<file path="src/rtl/queue_pkg.sv">
// Shared definitions for the circular byte queue: opcode encoding and default geometry.
// Imported by queue and queue_regfile.
package queue_pkg;

    typedef enum logic [1:0] {
        OP_LOAD = 2'b00,
        OP_NOP  = 2'b01,
        OP_PUSH = 2'b10,
        OP_POP  = 2'b11
    } opcode_e;

    localparam int QUEUE_WIDTH = 8;
    localparam int QUEUE_DEPTH = 8;

endpackage

</file>
<file path="src/rtl/queue_regfile.sv">
// DEPTH x WIDTH register array for the queue: one write port, two combinational
// read ports, asynchronous clear.
module queue_regfile
    import queue_pkg::*;
#(
    parameter int WIDTH = QUEUE_WIDTH,
    parameter int DEPTH = QUEUE_DEPTH,
    parameter int AW    = $clog2(DEPTH)
) (
    input  logic             clk,
    input  logic             rst,
    input  logic             we,
    input  logic [AW-1:0]    waddr,
    input  logic [WIDTH-1:0] wdata,
    input  logic [AW-1:0]    raddr_a,
    input  logic [AW-1:0]    raddr_b,
    output logic [WIDTH-1:0] rdata_a,
    output logic [WIDTH-1:0] rdata_b
);

    logic [WIDTH-1:0] mem [DEPTH];

    always_ff @(posedge clk or posedge rst) begin
        if (rst) begin
            for (int i = 0; i < DEPTH; i++) begin
                mem[i] <= '0;
            end
        end else if (we) begin
            mem[waddr] <= wdata;
        end
    end

    assign rdata_a = mem[raddr_a];
    assign rdata_b = mem[raddr_b];

endmodule

</file>
<file path="src/rtl/queue.sv">
// Circular byte queue with indexed load, tail push and head pop; presents the two
// oldest entries as one word. Define QUEUE_ERR_EN to add the sticky `err` output.
module queue
    import queue_pkg::*;
#(
    parameter int WIDTH = QUEUE_WIDTH,
    parameter int DEPTH = QUEUE_DEPTH,
    parameter int PW    = $clog2(DEPTH)
) (
    input  logic               clk,
    input  logic               rst,
    input  logic [WIDTH-1:0]   back,
    input  logic [PW-1:0]      pos_back,
    input  logic [1:0]         opcode,
    output logic [2*WIDTH-1:0] top_conc,
    output logic [PW:0]        count,
    output logic               empty,
    output logic               full
`ifdef QUEUE_ERR_EN
    ,
    output logic               err
`endif
);

    localparam logic [PW:0] CNT_ONE  = (PW+1)'(1);
    localparam logic [PW:0] CNT_FULL = (PW+1)'(DEPTH);
    localparam logic [PW-1:0] PTR_ONE = PW'(1);

    logic [PW-1:0]    head, tail;
    logic [PW:0]      cnt;
    logic [PW-1:0]    head_nxt, tail_nxt;
    logic [PW:0]      cnt_nxt;
    logic             we;
    logic [PW-1:0]    waddr;
    logic [PW:0]      pos_ext;
    logic             ignored;
    logic [WIDTH-1:0] rd_head, rd_next;

    assign pos_ext = {1'b0, pos_back};
    assign empty   = (cnt == '0);
    assign full    = (cnt == CNT_FULL);
    assign count   = cnt;

    // Opcode decode: at most one state change per cycle.
    always_comb begin
        head_nxt = head;
        tail_nxt = tail;
        cnt_nxt  = cnt;
        we       = 1'b0;
        waddr    = tail;
        ignored  = 1'b0;
        case (opcode_e'(opcode))
            OP_LOAD: begin
                waddr = head + pos_back;
                if (pos_ext < cnt) begin
                    we = 1'b1;
                end else if (pos_ext == cnt && !full) begin
                    // Loading one past the last entry appends.
                    we       = 1'b1;
                    tail_nxt = tail + PTR_ONE;
                    cnt_nxt  = cnt + CNT_ONE;
                end else begin
                    ignored = 1'b1;
                end
            end
            OP_PUSH: begin
                if (!full) begin
                    we       = 1'b1;
                    tail_nxt = tail + PTR_ONE;
                    cnt_nxt  = cnt + CNT_ONE;
                end else begin
                    ignored = 1'b1;
                end
            end
            OP_POP: begin
                if (!empty) begin
                    head_nxt = head + PTR_ONE;
                    cnt_nxt  = cnt - CNT_ONE;
                end else begin
                    ignored = 1'b1;
                end
            end
            default: ;
        endcase
    end

    always_ff @(posedge clk or posedge rst) begin
        if (rst) begin
            head <= '0;
            tail <= '0;
            cnt  <= '0;
        end else begin
            head <= head_nxt;
            tail <= tail_nxt;
            cnt  <= cnt_nxt;
        end
    end

    queue_regfile #(
        .WIDTH (WIDTH),
        .DEPTH (DEPTH),
        .AW    (PW)
    ) u_regfile (
        .clk     (clk),
        .rst     (rst),
        .we      (we),
        .waddr   (waddr),
        .wdata   (back),
        .raddr_a (head),
        .raddr_b (head + PTR_ONE),
        .rdata_a (rd_head),
        .rdata_b (rd_next)
    );

    // Stale slots beyond the valid entries never reach the consumer.
    assign top_conc = {(cnt != '0)    ? rd_head : '0,
                       (cnt > CNT_ONE) ? rd_next : '0};

`ifdef QUEUE_ERR_EN
    always_ff @(posedge clk or posedge rst) begin
        if (rst) begin
            err <= 1'b0;
        end else if (ignored) begin
            err <= 1'b1;
        end
    end
`else
    logic unused_ignored;
    assign unused_ignored = ignored;
`endif

endmodule

</file>
<file path="config.mk">
export PLATFORM = sky130hd
export DESIGN_NAME = queue
export DESIGN_NICKNAME = d
export VERILOG_FILES = /design/src/rtl/queue_pkg.sv /design/src/rtl/queue_regfile.sv /design/src/rtl/queue.sv
export SDC_FILE = /design/constraint.sdc
export NUM_CORES = 1
export LEC_CHECK = 0
export ABC_AREA = 1
export CORE_AREA = 10 10 110 112
export CTS_CLUSTER_DIAMETER = 150
export DETAILED_ROUTE_END_ITERATION = 6
export DIE_AREA = 0 0 120 122
export PLACE_DENSITY = 0.78
export SYNTH_ARGS = -nofsm -noshare
export SYNTH_HDL_FRONTEND = slang
export SYNTH_HIERARCHICAL = 1
export SYNTH_SLANG_ARGS = --single-unit
export TNS_END_PERCENT = 1
</file>
<file path="constraint.sdc">
create_clock -name clk -period 5.45 [get_ports clk]
set_clock_uncertainty 0.15 [all_clocks]
set_input_delay 1.09 -clock clk [delete_from_list [all_inputs] [get_ports clk]]
set_output_delay 1.09 -clock clk [all_outputs]
set_load 0.01 [all_outputs]
</file>
==> flow_metrics.env, run 1 <==
export IMPL_worstReg2RegStart="head[0]"
export IMPL_grt_pass1_vias=4384
export IMPL_hold_path_endpoint="u_regfile/mem[12]"
export IMPL_cts_tree="built"
export IMPL_maxCapViolCount=0
export IMPL_wl_per_cell_microns=14.33
export IMPL_synth_async_reset_ratio_pct=100.0
export IMPL_max_slew_margin_rel_pct=32.00
export IMPL_area_growth_synth_to_final_pct=12.53
export IMPL_dieArea_sq_um=14640
export IMPL_required_ns=4.21
export IMPL_drt_initial_drc_count=605
export IMPL_yosysTopAreaCell="dfrtp_1"
export IMPL_syn_area_sq_um=4822
export IMPL_post_route_min_period_ns=4.635
export IMPL_period_share_pct=85.04
export IMPL_drtAntennaViolNets=0
export IMPL_vias=4597
export IMPL_ir_worst_vdd_mv=0.3169
export IMPL_avgSynthCellArea_sq_um=6.516
export IMPL_synthDominantCellAreaShare_pct=38.40
export IMPL_num_nets_final=785
export IMPL_placementRows=37
export IMPL_synthMostInstantiatedCell="nand2_1"
export IMPL_synth_nets=765
export IMPL_cts_buffers=9
export IMPL_ys_top_cells_by_count="nand2_1, inv_1, nand3_1"
export IMPL_cts_setup_buffers=0
export IMPL_fmax_ghz=0.2158
export IMPL_dr_pass1_iters=5
export IMPL_crit_family="buffers and inverters"
export IMPL_cp_cell_sequence="ha_1 -> inv_1 -> nand3_1 -> nand2_1 -> nand2_1 -> nand2_1 -> inv_1 -> nor2_1 -> clkdlybuf4s50_1"
export IMPL_hold_path_cell_count=2
export IMPL_clock_latency_ns=0.37
export IMPL_clock_sinks=74
export IMPL_power_mw=3.880
export IMPL_worstPathArrival_ns=3.39
export IMPL_p_per_area_nw_per_um2=714.9
export IMPL_worstSetupEndpointType="primary output"
export IMPL_overflow=0
export IMPL_setup_tns_ns=0
export IMPL_crit_type="reg -> out"
export IMPL_root_buffer="clkbuf_8"
export IMPL_grt_max_degree=37
export IMPL_finalSetupViolCount=0
export IMPL_critPathSlowestCell="dfrtp_1"
export IMPL_globalRouteTotalUtil_pct=18.33
export IMPL_rsz0062_at_grt="false"
export IMPL_ys_warn_count=6
export IMPL_synth_cell_types=27
export IMPL_core_area_sq_um=10050
export IMPL_synth_edf_count=0
export IMPL_htree_num_levels=3
export IMPL_worstRegToRegCells=10
export IMPL_n_antenna_cell=0
export IMPL_netlist_instances=740
export IMPL_ys_seq_area_share_pct=38.40
export IMPL_layout_drive_gt1_share_pct=4.967
export IMPL_port_buffers=36
export IMPL_routed_wl_mm=12.91
export IMPL_grt_antenna_before_repair=0
export IMPL_max_clock_path_buffers=2
export IMPL_gp_congestion=0.9407
export IMPL_grt_pass1_wl_mm=21.80
export IMPL_cp_start_kind="flip-flop"
export IMPL_path_common_cell="nand2_1"
export IMPL_cts_hold_buf=0
export IMPL_ys_ff_latch=74
export IMPL_rrSetupSlack_ns=2.25
export IMPL_worst_pin_slew_ns=1.019
export IMPL_min_from="u_regfile/mem[12]"
export IMPL_chipHeight_microns=122
export IMPL_yosys_top_cells_area="dfrtp_1, nand2_1, inv_1"
export IMPL_critPathMaxFanout=20
export IMPL_dp_final_hpwl_mm=8.876
export IMPL_synth_flop_cell="dfrtp_1"
export IMPL_fp_dieW_microns=120
export IMPL_io_pins=37
export IMPL_p_leak_nw=2.999
export IMPL_regToRegEndpoint="u_regfile/mem[31]"
export IMPL_initial_core_util_pct=48.00
export IMPL_status="completed"
export IMPL_clkTransAtPathRegs_ns=0.08
export IMPL_critPathBufInv=3
export IMPL_post_cts_resized=0
export IMPL_max_stage_delay_ns=0.80
export IMPL_drc_errors=0
export IMPL_hold_path_class="reg -> reg"
export IMPL_via_per_inst=5.102
export IMPL_slew_violations=0
export IMPL_finalHoldViolations=0
[report_power, final]
group	switching, mW	internal, mW
registers	0.195	0.798
logic	1.47	0.940
clock network	0.216	0.257
[worst reg2reg max path: cells and delay by family, from the launching register on]
| kind | cells | cell delay (ns) |
|---|---|---|
| compound gates | 2 | 0.67 |
| fa+ha+maj | 2 | 0.63 |
| simple gates | 2 | 0.57 |
| buf+inv | 2 | 0.41 |
| flops | 1 | 0.39 |
| xor+xnor | 2 | 0.29 |
[cells in the final DEF, fill, tap and decap left out, drive strengths merged]
cell type / synthesis / final
o21ai: 67 / 67
mux2: 3 / 3
nor2: 27 / 27
xnor2: 3 / 3
nand2: 318 / 318
nand4: 3 / 3
ha: 9 / 9
clkinv: 2 / 5
xor2: 4 / 4
clkdlybuf4s50: 0 / 36
clkinvlp: 0 / 2
bufinv: 0 / 2
nand3: 78 / 78
inv: 115 / 115
fa: 1 / 1
clkbuf: 7 / 9
dfrtp: 74 / 74
a21oi: 2 / 2
a31oi: 1 / 1
nor3: 2 / 2
buf: 24 / 4
[logic make-up after synthesis]
logic type                 Yosys count  synth area share, %
buffers and inverters              148                12.74
muxes                                3               0.7005
DFF                                 74                38.40
adders and majority gates           10                2.750
AOI/OAI and AO/OA                   70                7.291
xor gates and xnor gates             7                1.271
and+or+nand+nor                    428                36.84
[per-stage QoR]
step	setup slack, ns	cells	hold slack [ns]	instance area (sq um)	utilization (%)
after floorplan	2.379	740	0.3030	4822	-
after global placement	1.350	885	0.3153	5209	51.85
after detailed placement	1.274	885	0.3236	5209	51.85
after CTS	0.8726	901	0.3430	5426	54.02
after global routing	0.5641	901	0.3646	5426	54.02
final	0.8152	901	0.3384	5426	54.02
[registers in the layout (all words and copies together) (netlist names)]
register       cells
tail               3
count              4
u_regfile/mem     64
head               3
[area by class of cell]
class	instances	area, sq um
clock buffer	9	123.9
clock inverter	7	93.84
fill	1004	4619
inverter	117	440.4
multi-input combinational	518	2356
sequential	74	1852
tap	136	170.2
timing repair buffer	40	390.4
[worst max-delay path by stage]
stage | slack (ns) | end | cells past startpoint | from
6_report | 0.82 | top_conc[4] | 9 | head[1]
3_5_place_dp | 1.27 | top_conc[4] | 9 | head[1]
2_1_floorplan | 2.38 | u_regfile/mem[24] | 11 | pos_back[0]
4_1_cts | 0.87 | top_conc[4] | 9 | head[1]
5_1_grt | 0.56 | top_conc[4] | 9 | head[1]
3_3_place_gp | 1.35 | top_conc[2] | 9 | head[1]
[per-layer routing]
metal / vias to the layer above / GRT usage, % / wire, microns
met5: - / 0 / 0
met4: 0 / 7.315 / 357
met3: 28 / 3.747 / 757
met2: 165 / 29.85 / 5933
met1: 2105 / 23.43 / 5860
li1: 2299 / - / -
Note: power is estimated with default switching activity, not from simulation.
==> run 2: changes to the inputs <==
--- a/config.mk
+++ b/config.mk
@@ -13,2 +13,3 @@
 export PLACE_DENSITY = 0.78
+export SKIP_CTS_REPAIR_TIMING = 1
 export SYNTH_ARGS = -nofsm -noshare
--- a/constraint.sdc
+++ b/constraint.sdc
@@ -4,2 +4,2 @@
 set_output_delay 1.09 -clock clk [all_outputs]
-set_load 0.01 [all_outputs]
+set_load 0.02 [all_outputs]
==> flow_metrics.env, run 2 (synthesis results as in run 1) <==
export IMPL_wl_per_cell_microns=14.47
export IMPL_maxCapViolCount=0
export IMPL_finalNonFillerCells=901
export IMPL_cp_start_kind="flip-flop"
export IMPL_grt_use_met3_pct=3.885
export IMPL_overflow=0
export IMPL_switching_power_mw=2.020
export IMPL_p_per_area_nw_per_um2=746.9
export IMPL_p_leak_nw=3.008
export IMPL_drtAntennaViolNets=0
export IMPL_clock_sinks=74
export IMPL_met1_usage_pct=23.48
export IMPL_via_per_inst=5.147
export IMPL_cts_tree="built"
export IMPL_rrSetupSlack_ns=2.28
export IMPL_gp_congestion=0.9411
export IMPL_core_area_sq_um=10050
export IMPL_area_growth_synth_to_final_pct=12.87
export IMPL_crit_type="reg -> out"
export IMPL_routed_wl_mm=13.04
export IMPL_post_route_min_period_ns=4.662
export IMPL_dp_cells=885
export IMPL_p_sw_share_pct=49.70
export IMPL_fp_dieW_microns=120
export IMPL_slew_violations=0
export IMPL_layout_drive_gt1_share_pct=4.706
export IMPL_period_share_pct=85.55
export IMPL_max_clock_path_buffers=2
export IMPL_n_antenna_cell=0
export IMPL_fmax_ghz=0.2145
export IMPL_drt_initial_drc_count=657
export IMPL_grt_pass1_vias=4318
export IMPL_finalHoldViolations=0
export IMPL_combinationalPowerShare_pct=63.0
export IMPL_largest_register_ffs=64
export IMPL_grt_max_degree=37
export IMPL_required_ns=4.21
export IMPL_intPower_mw=2.045
export IMPL_globalRouteTotalUtil_pct=18.34
export IMPL_cts_buffers=9
export IMPL_worst_pin_slew_ns=1.078
export IMPL_largest_register="u_regfile/mem"
export IMPL_port_buffers=36
export IMPL_final_common_cell="nand2_1"
export IMPL_placementRows=37
export IMPL_num_nets_final=785
export IMPL_hold_path_class="reg -> reg"
export IMPL_dr_pass1_iters=7
export IMPL_grt_antenna_before_repair=0
export IMPL_vias=4637
export IMPL_grt_pass1_wl_mm=21.75
export IMPL_htree_num_levels=3
export IMPL_chipHeight_microns=122
export IMPL_met2_usage_pct=29.26
export IMPL_p_clk_share_pct=12.6
export IMPL_worstSetupEndpointType="primary output"
export IMPL_dp_final_hpwl_mm=8.955
export IMPL_dieArea_sq_um=14640
export IMPL_p_seq_share_pct=24.4
export IMPL_max_slew_margin_rel_pct=28.02
export IMPL_violations="DRC"
export IMPL_final_cell_mix="nand2_1, inv_1, nand3_1"
export IMPL_finalSetupViolCount=0
export IMPL_clkTransAtPathRegs_ns=0.08
export IMPL_critPathMaxFanout=20
export IMPL_drc_errors=3
export IMPL_clock_latency_ns=0.36
export IMPL_status="complete, but fails checks"
export IMPL_grt_busiest_layer="met2"
export IMPL_setup_tns_ns=0
export IMPL_worstPathArrival_ns=3.42
export IMPL_root_buffer="clkbuf_8"
export IMPL_initial_core_util_pct=48.00
export IMPL_rsz0062_at_grt="false"
export IMPL_io_pins=37
export IMPL_ir_worst_vdd_mv=0.2897
[run 2: area by class of cell]
class / instances / area (sq um)
Multi-Input combinational cell: 518 / 2356
Sequential cell: 74 / 1852
Clock buffer: 11 / 131.4
Clock inverter: 5 / 102.6
Fill cell: 987 / 4603
Inverter: 117 / 440.4
Tap cell: 136 / 170.2
Timing Repair Buffer: 40 / 390.4
[run 2: power by group through the flow]
stage	clock (mW)	combinational, mW	sequential [mW]
2_1_floorplan	0	1.81	0.937
3_3_place_gp	0	2.49	0.990
3_5_place_dp	0	2.53	0.994
4_1_cts	0.522	2.54	0.989
5_1_grt	0.542	2.91	1.03
6_report	0.513	2.56	0.992
[run 2: worst max-delay path: stages (launching register included)]
cell             delay [ns]
dfrtp_1                0.77
ha_1                   0.59
inv_1                  0.55
nand3_1                0.14
nand2_1                0.08
nand2_1                0.06
nand2_1                0.12
inv_1                  0.05
nor2_1                 0.10
clkdlybuf4s50_1        0.62
[run 2: path summary, 6_finish.rpt]
path,start,to,depth (start not counted)
setup / recovery,head[1],top_conc[4],9
hold / removal,u_regfile/mem[12],u_regfile/mem[12],2
setup reg to reg,head[0],u_regfile/mem[28],11
hold reg to reg,u_regfile/mem[12],u_regfile/mem[12],2
max in group asynchronous,rst,u_regfile/mem[43],3
min in group asynchronous,rst,head[0],2
[run 2: through the flow]
stage	area, sq um	util, %	hold slack (ns)	setup slack, ns	total power, mW
finish	5443	54.18	0.3402	0.7878	4.065
global route	5443	54.18	0.3630	0.5116	4.478
CTS	5443	54.18	0.3443	0.8111	4.053
detailed placement	5209	51.85	0.3243	1.216	3.522
global placement	5209	51.85	0.3152	1.282	3.477
floorplan	4822	-	0.3030	2.379	2.749
[run 2: routing by layer]
layer | up-vias | routed length, microns
met5 | - | 0
met4 | 0 | 403
met3 | 36 | 846
met2 | 174 | 6044
met1 | 2137 | 5743
li1 | 2290 | -
